--- config.mk ---
export PLATFORM = sky130hd
export DESIGN_NAME = dmem_responder
export DESIGN_NICKNAME = d
export VERILOG_FILES = /design/src/rtl/dmem_responder_pkg.sv /design/src/rtl/dmem_array.sv /design/src/rtl/dmem_responder.sv
export SDC_FILE = /design/constraint.sdc
export NUM_CORES = 2
export LEC_CHECK = 0
export ABC_AREA = 1
export BUFFER_PORTS_ARGS = -buffer_cell sky130_fd_sc_hd__clkbuf_2
export CAP_MARGIN = 15
export CORE_MARGIN = 3
export CORE_UTILIZATION = 45
export CTS_CLUSTER_SIZE = 40
export DETAILED_ROUTE_END_ITERATION = 8
export PLACE_DENSITY_LB_ADDON = 0.05
export SLEW_MARGIN = 20
export SYNTH_ARGS = -nofsm -noshare
export SYNTH_HDL_FRONTEND = slang
export SYNTH_SLANG_ARGS = --single-unit
--- constraint.sdc ---
create_clock -name clk_i -period 5.8 [get_ports clk_i]
set_input_delay 1.74 -clock clk_i [delete_from_list [all_inputs] [get_ports clk_i]]
set_output_delay 1.74 -clock clk_i [all_outputs]
set_load 0.005 [all_outputs]
--- src/rtl/dmem_responder_pkg.sv ---
`default_nettype none
// ============================================================================
//  Module      : dmem_responder_pkg
//  Description : Shared CPU definitions for the multi-cycle data-memory
//                responder: word width, latency-counter width and the
//                responder state encoding.
//  Revision    : 1.0 - initial release
// ============================================================================
package dmem_responder_pkg;

  localparam int WORD_W = 32;

  // Counter width is fixed by the LATENCY cap of 15.
  localparam int CNT_W = 4;

  localparam logic [1:0] DM_IDLE = 2'd0;
  localparam logic [1:0] DM_BUSY = 2'd1;
  localparam logic [1:0] DM_RESP = 2'd2;

  typedef enum logic [1:0] {
    ST_IDLE = DM_IDLE,
    ST_BUSY = DM_BUSY,
    ST_RESP = DM_RESP
  } dm_state_e;

endpackage
`default_nettype wire

--- src/rtl/dmem_array.sv ---
`default_nettype none
// ============================================================================
//  Module      : dmem_array
//  Description : Word array of DEPTH entries, synchronous write and
//                asynchronous read. Contents start at zero and are never
//                cleared by reset.
//  Ports       : clk     - clock
//                i_we    - write enable
//                i_idx   - word index (shared by read and write)
//                i_wdata - write data
//                o_rdata - read data (combinational)
//  Revision    : 1.0 - initial release
// ============================================================================
module dmem_array
  import dmem_responder_pkg::*;
#(
  parameter int DEPTH = 128,
  parameter int IDX_W = (DEPTH > 1) ? $clog2(DEPTH) : 1
) (
  input  logic              clk,
  input  logic              i_we,
  input  logic [IDX_W-1:0]  i_idx,
  input  logic [WORD_W-1:0] i_wdata,
  output logic [WORD_W-1:0] o_rdata
);

  // Declaration initialiser gives the time-0 zero contents without a reset.
  logic [WORD_W-1:0] r_mem [DEPTH] = '{default: '0};

  always_ff @(posedge clk) begin
    if (i_we) begin
      r_mem[i_idx] <= i_wdata;
    end
  end

  assign o_rdata = r_mem[i_idx];

endmodule
`default_nettype wire

--- src/rtl/dmem_responder.sv ---
`default_nettype none
// ============================================================================
//  Module      : dmem_responder
//  Description : Multi-cycle data-memory responder for the MEM stage. Holds
//                the pipeline (ready_o low) for LATENCY wait cycles, then
//                commits the write or returns read data, flagging
//                misaligned, out-of-range and read+write requests.
//  Ports       : clk_i      - clock
//                rst_i      - synchronous active-low reset
//                MemRead_i  - read request, held until the response cycle
//                MemWrite_i - write request, held until the response cycle
//                addr_i     - byte address
//                data_i     - write data
//                data_o     - registered read data, valid in RESP
//                ready_o    - low stalls the pipeline
//                err_o      - access error, valid in RESP
//  Revision    : 1.0 - initial release
// ============================================================================
module dmem_responder
  import dmem_responder_pkg::*;
#(
  parameter int DEPTH   = 128,
  parameter int LATENCY = 2
) (
  input  logic              clk_i,
  input  logic              rst_i,
  input  logic              MemRead_i,
  input  logic              MemWrite_i,
  input  logic [WORD_W-1:0] addr_i,
  input  logic [WORD_W-1:0] data_i,
  output logic [WORD_W-1:0] data_o,
  output logic              ready_o,
  output logic              err_o
);

  localparam int              c_idx_w    = (DEPTH > 1) ? $clog2(DEPTH) : 1;
  localparam logic [CNT_W-1:0] c_cnt_load = CNT_W'(LATENCY - 1);

  dm_state_e          r_state;
  dm_state_e          w_state_nxt;
  logic [CNT_W-1:0]   r_cnt;
  logic               r_is_rd;
  logic               r_is_wr;
  logic               r_err;
  logic [c_idx_w-1:0] r_idx;
  logic [WORD_W-1:0]  r_wdata;

  logic               w_req;
  logic               w_err;
  logic               w_accept;
  logic               w_commit;
  logic               w_we;
  logic [WORD_W-1:0]  w_rdata;

  assign w_req = MemRead_i | MemWrite_i;
  assign w_err = (addr_i[1:0] != 2'b00)
               | ({2'b00, addr_i[WORD_W-1:2]} >= WORD_W'(DEPTH))
               | (MemRead_i & MemWrite_i);

  // Gated by rst_i so a reset on the commit edge drops the pending write.
  assign w_we = w_commit & r_is_wr & ~r_err & rst_i;

  always_ff @(posedge clk_i) begin
    if (!rst_i) begin
      r_state <= ST_IDLE;
    end else begin
      r_state <= w_state_nxt;
    end
  end

  always_comb begin
    w_state_nxt = r_state;
    ready_o     = 1'b1;
    w_accept    = 1'b0;
    w_commit    = 1'b0;
    case (r_state)
      ST_IDLE: begin
        ready_o = ~w_req;
        if (w_req) begin
          w_accept    = 1'b1;
          w_state_nxt = ST_BUSY;
        end
      end
      ST_BUSY: begin
        ready_o = 1'b0;
        if (r_cnt == '0) begin
          w_commit    = 1'b1;
          w_state_nxt = ST_RESP;
        end
      end
      ST_RESP: begin
        ready_o     = 1'b1;
        w_state_nxt = ST_IDLE;
      end
      default: begin
        w_state_nxt = ST_IDLE;
      end
    endcase
  end

  always_ff @(posedge clk_i) begin
    if (!rst_i) begin
      r_cnt   <= '0;
      r_is_rd <= 1'b0;
      r_is_wr <= 1'b0;
      r_err   <= 1'b0;
      r_idx   <= '0;
      r_wdata <= '0;
      data_o  <= '0;
      err_o   <= 1'b0;
    end else begin
      if (w_accept) begin
        r_is_rd <= MemRead_i;
        r_is_wr <= MemWrite_i;
        r_err   <= w_err;
        r_idx   <= addr_i[c_idx_w+1:2];
        r_wdata <= data_i;
        r_cnt   <= c_cnt_load;
      end
      if ((r_state == ST_BUSY) && (r_cnt != '0)) begin
        r_cnt <= r_cnt - 1'b1;
      end
      // Response outputs are loaded on entry to RESP and cleared on exit.
      if (w_commit) begin
        err_o  <= r_err;
        data_o <= (r_is_rd & ~r_err) ? w_rdata : '0;
      end else if (r_state == ST_RESP) begin
        err_o  <= 1'b0;
        data_o <= '0;
      end
    end
  end

  dmem_array #(
    .DEPTH (DEPTH),
    .IDX_W (c_idx_w)
  ) u_dmem_array (
    .clk     (clk_i),
    .i_we    (w_we),
    .i_idx   (r_idx),
    .i_wdata (r_wdata),
    .o_rdata (w_rdata)
  );

endmodule
`default_nettype wire

## Word-level counts from Yosys, hierarchy flattened

Memory sizes are Yosys's and may differ from the RTL's. A register that Yosys moved wholly into a read port is not among the register bits.
Cells that the tools add are included.
W data, S select, Z words.

- Memories kept: 1
- Memory bits (writable): 4096
- Bits of input ports: 68
- Flip-flop bits (word level): 81
- Logic and storage cells: 53
- Output and inout bits: 34

Memory list:

| memory | depth | bits a word | rd ports | clocked after memory_dff | wr ports | line | source |
|---|---|---|---|---|---|---|---|
| u_dmem_array.r_mem | 128 | 32 | 1 | 1 | 1 | dmem_array.sv:28 | `logic [WORD_W-1:0] r_mem [DEPTH] = '{default: '0};` |

- Bitwise operators: 10
- Reduce and logical (&&, ||, !) cells: 8
- Add/subtract/negate cells: 1
- Magnitude comparators: 1
- Mux-type cells: 19
- Equality and inequality tests: 4

Operator list:

| operator | count |
|---|---|
| $mux W32 | 3 |
| $ge A30 B8 Y1 const B | 1 |
| $mux W7 | 2 |
| $mux W1 | 8 |
| $mux W4 | 2 |
| $reduce_bool A2 Y1 | 3 |
| $and A1 B1 Y1 | 5 |
| $logic_not A4 Y1 | 1 |
| $mux W2 | 2 |
| $ne A2 B2 Y1 const B | 2 |
| $pmux W2 S2 | 1 |
| $reduce_bool A4 Y1 | 1 |
| $sub A4 B1 Y4 const B | 1 |
| $or A1 B1 Y1 | 3 |
| $eq A2 B1 Y1 const B | 1 |
| $eq A2 B2 Y1 const B | 1 |
| $logic_not A2 Y1 | 1 |
| $not A1 Y1 | 2 |
| $pmux W1 S2 | 1 |
| $reduce_and A2 Y1 | 1 |
| $logic_and A1 B1 Y1 | 1 |

## Longest topological paths before layout

- Depth in word-level cells: 8
- Gate-level depth with buffers: 15
- Mapped depth without buffers: 11

## Modules after synthesis

From an unflattened synthesis, not the netlist that was laid out.

- Cell total of the unflattened synthesis: 17432
- Area, all modules: 176264.1 um^2

By module, submodules not included:

| module | instances | cells an instance | sequential area each (um^2) | area each (um^2) |
|---|---|---|---|---|
| dmem_array | 1 | 17023 | 122998.0 | 173032.2 |
| dmem_responder | 1 | 409 | 1621.6 | 3231.8 |

## Worst setup path after synthesis

No wires, ideal clock.

- Path type: input to register
- From: input port rst_i
- To: memory u_dmem_array.r_mem[100][0], enable pin
- Setup time: 0.421 ns
- Arrival: 4.254 ns
- Buffers on the path: 2
- Path slack: 1.125 ns
- Stages: 8
- Data required time: 5.379 ns
- Path through: clkbuf_1 -> inv_2 -> nor2_2 -> nand3_1 -> nor2_2 -> nand3_2 -> buf_2 -> nor2_1

- Cells in the longest elaborated chain, start to end: 3

Ends and longest elaborated chain:

| element | line | source |
|---|---|---|
| start: declaration | dmem_responder.sv:26 | `input logic rst_i,` |
| $and A1 B1 Y1 | dmem_responder.sv:61 | `assign w_we = w_commit & r_is_wr & ~r_err & rst_i;` |
| $mux W1 | dmem_array.sv:31 | `if (i_we) begin` |
| $mux W1 (implied by the code) | dmem_array.sv:32 | `r_mem[i_idx] <= i_wdata;` |
| end: declaration | dmem_array.sv:28 |  |

Every way passes these cells.

==> metrics.md <==
| Metric | Value |
|---|---|
| Die Y | `616 um` |
| Crit. End Element | `register` |
| Mapped Area | `167000 um^2` |
| Gr usage total | `0.277` |
| Initial antenna violation count | `32` |
| Outcome | `completed` |
| Pin count of the biggest net entering global routing | `about 180` |
| Synth unique cells | `28` |
| Post-CTS setup repair buffer count | `0` |
| Worst EP required | `around 6600 ps` |
| Clk buf depth | `4` |
| DR vias/cell | `5.74` |
| Inserted Clock Buffers | `444` |
| CP max stage cell | `inv_8` |
| Seq/Total Area, Yosys | `0.745` |
| Crit Path Max Fanout | `102` |
| Core Region | `370000 um^2` |
| RSZ-0062 raised after global routing | `false` |
| Worst Hold Class | `reg2reg` |
| FMAX | `approximately 240 MHz` |
| Final-report hold violation count | `0` |
| Clk root buf | `clkbuf_16` |
| TritonCTS clock tree | `done` |
| Final Setup Violations | `0` |
| Worst path max stage delay | `780 ps` |
| Final Critical Period | `4160 ps` |
| Row count | `223` |
| Syn nets | `13800` |
| Period utilization | `0.718` |
| Final nets | `13800` |
| CTS Sinks | `between 4000 and 5000` |
| Clock-pin slew on the worst setup and hold paths | `60 ps` |
| Worst Setup Start Kind | `register` |
| Htree depth | `5` |
| DR WL/cell | `approximately 28 um` |
| Syn Area/Cell | `12.2 um^2` |
| VDD IR-drop max | `0.000317 V` |
| Final max-slew violation count | `0` |
| Gpl congestion | `0.866` |
| Normalized max-slew margin | `0.202` |
| Port bufs | `101` |
| Final Util | `0.509` |
| P_leak | `0.0654 uW` |
| Crit-path cells | `inv_8, buf_4, buf_4, nand3_1, nand3_1, nand3_1, nand3_1, nand3_1, nand3_1, nand2_1, nand2_1, a21oi_1` |
| Grt ovf | `0` |
| Hold buffers post-CTS | `0` |
| Max Cap Viol | `0` |
| Die width | `616 um` |
| Via count | `109000` |
| Post_cts resized | `0` |
| Ratio of cells with drive above 1 in the final layout | `0.0894` |
| Most used cell, CP | `nand3_1` |
| Final wirelength | `between 500000 and 600000 um` |
| Seq cells post-synth | `4184` |
| Drt pass-1 iters | `6` |
| DRC errors left | `0` |
| Critical path class | `reg2reg` |
| Vias in the first global route | `103000` |
| Worst-Margin Slew | `1200 ps` |
| Worst-Skew Late Latency | `970 ps` |
| Initial Utilization | `0.453` |
| Wire length of the first global-routing pass | `761000 um` |
| DP HPWL | `between 300000 and 400000 um` |
| IO Pins | `102` |
| Clock Skews | `55.2 ps` |
| Iter 0 DRT Violations | `about 13000` |
| Cell Pwr Density | `386 nW/um^2` |
| Area Growth Syn to Fin | `12.4%` |
| Yosys Warn Count | `0` |
| Mapped Cells | `~14000` |
| Setup TNS | `0 ps` |
| Antenna viol nets, final | `0` |
| Power, Total | `72600 uW` |
| CP arrival | `5000 ps` |
| Full die area | `379000 um^2` |
cells in the mapped netlist (all sizes together):
cell type | instances | area (um^2)
a211oi | 1 | 7.51
clkbuf | 157 | 589
inv | 25 | 96.4
nor3 | 1 | 5.00
clkinv | 1 | 3.75
dfxtp | 88 | 1760
nor2 | 219 | 830
edfxtp | 4096 | 123000
nor4 | 6 | 37.5
a31oi | 1 | 6.26
nand2 | 4216 | 15800
a21oi | 45 | 225
nand3 | 4042 | 20300
a21o | 1 | 7.51
or2 | 1 | 6.26
buf | 773 | 4450
nand4 | 1 | 6.26
ha | 2 | 25.0
o21ai | 42 | 210
a32o | 1 | 10.0
cell usage in the layout, fill, tap and decap left out, types with 4 or more instances in the layout:
| cell type | synthesis | layout |
|---|---|---|
| edfxtp_1 | 4096 | 4096 |
| nor2_1 | 216 | 86 |
| clkinvlp_4 | 0 | 7 |
| diode_2 | 0 | 11 |
| clkbuf_1 | 157 | 103 |
| inv_6 | 0 | 8 |
| dfxtp_4 | 0 | 38 |
| clkinv_1 | 1 | 106 |
| nand3_1 | 4034 | 4034 |
| clkinv_8 | 0 | 7 |
| clkbuf_2 | 0 | 101 |
| a21oi_1 | 45 | 44 |
| nand3_2 | 8 | 8 |
| nand2_1 | 4216 | 4214 |
| nor2_4 | 0 | 129 |
| buf_4 | 166 | 272 |
| nor2_2 | 3 | 4 |
| inv_1 | 19 | 17 |
| clkbuf_16 | 0 | 452 |
| o21ai_0 | 42 | 42 |
| nor4_1 | 6 | 6 |
| bufinv_16 | 0 | 43 |
| buf_12 | 0 | 79 |
| clkinv_2 | 0 | 88 |
| dfxtp_1 | 88 | 50 |
critical path: cells and delay by family (launching register included):
kind / cells / cell delay, ps
buffers and inverters: 3 / 1580
flip-flops: 1 / 530
AO/OA/AOI/OAI: 1 / 70
AND/OR/NAND/NOR: 8 / 1710
state kept, by name (all words and copies together) (netlist names), named ones only:
register	cells
r_err	1
r_state	2
r_cnt	4
r_is_rd	1
r_is_wr	1
err_o	1
r_wdata	32
data_o	32
u_dmem_array.r_mem	4096
r_idx	7
routing by layer:
layer  track usage  up-vias  wire [um]
li1              -    49100          -
met1         0.408    54800     231000
met2         0.419     4625     242000
met3        0.0405      723      43200
met4        0.0971        6      21000
met5             0        -         41
layout make-up:
| cell class | count | area (um^2) |
|---|---|---|
| fill | 32000 | 182000 |
| sequential | 4184 | 125000 |
| multi-input combinational | 8579 | 38500 |
| clock buffer | 558 | 11700 |
| tap | 4950 | 6190 |
| timing repair buffer | 454 | 4180 |
| clock inverter | 262 | 2450 |
| inverter | 26 | 141 |
| antenna | 11 | 27.5 |
stage by stage:
stage / cells / hold WS (ps) / area [um^2] / setup WS [ps]
CTS: 19000 / 471 / 188000 / 1640
floorplan: 13700 / 437 / 167000 / 1120
detailed placement: 18200 / 459 / 174000 / 1180
global placement: 18200 / 458 / 174000 / 1190
global route: 19000 / 482 / 188000 / 1560
finish: 19000 / 471 / 188000 / 1640
power breakdown:
group | internal, uW | switching [uW] | leakage [uW]
clock network | 16200 | 11800 | 0.00695
logic | 2150 | 7760 | 0.0203
registers | 34000 | 683 | 0.0382
total | 52400 | 20200 | 0.0654
logic make-up (layout without fill, tap and decap cells):
family	Yosys count	after routing	synth area share
and+or+nand+nor	8486	8486	0.221
DFF	4184	4184	0.745
buffers and inverters	956	1300	0.0307
AOI/OAI and AO/OA	91	91	0.00279
adders and majority gates	2	2	0.000149
other	0	11	0
final timing paths:
check                   from         end  slack (ps)  depth (start not counted)
hold / removal    data_o[20]  data_o[20]         470                          2
hold reg to reg   data_o[20]  data_o[20]         470                          2
setup / recovery    register   data_o[1]        1640                         12
setup reg to reg    register   data_o[1]        1640                         12
Note: power is estimated with default switching activity, not from simulation.
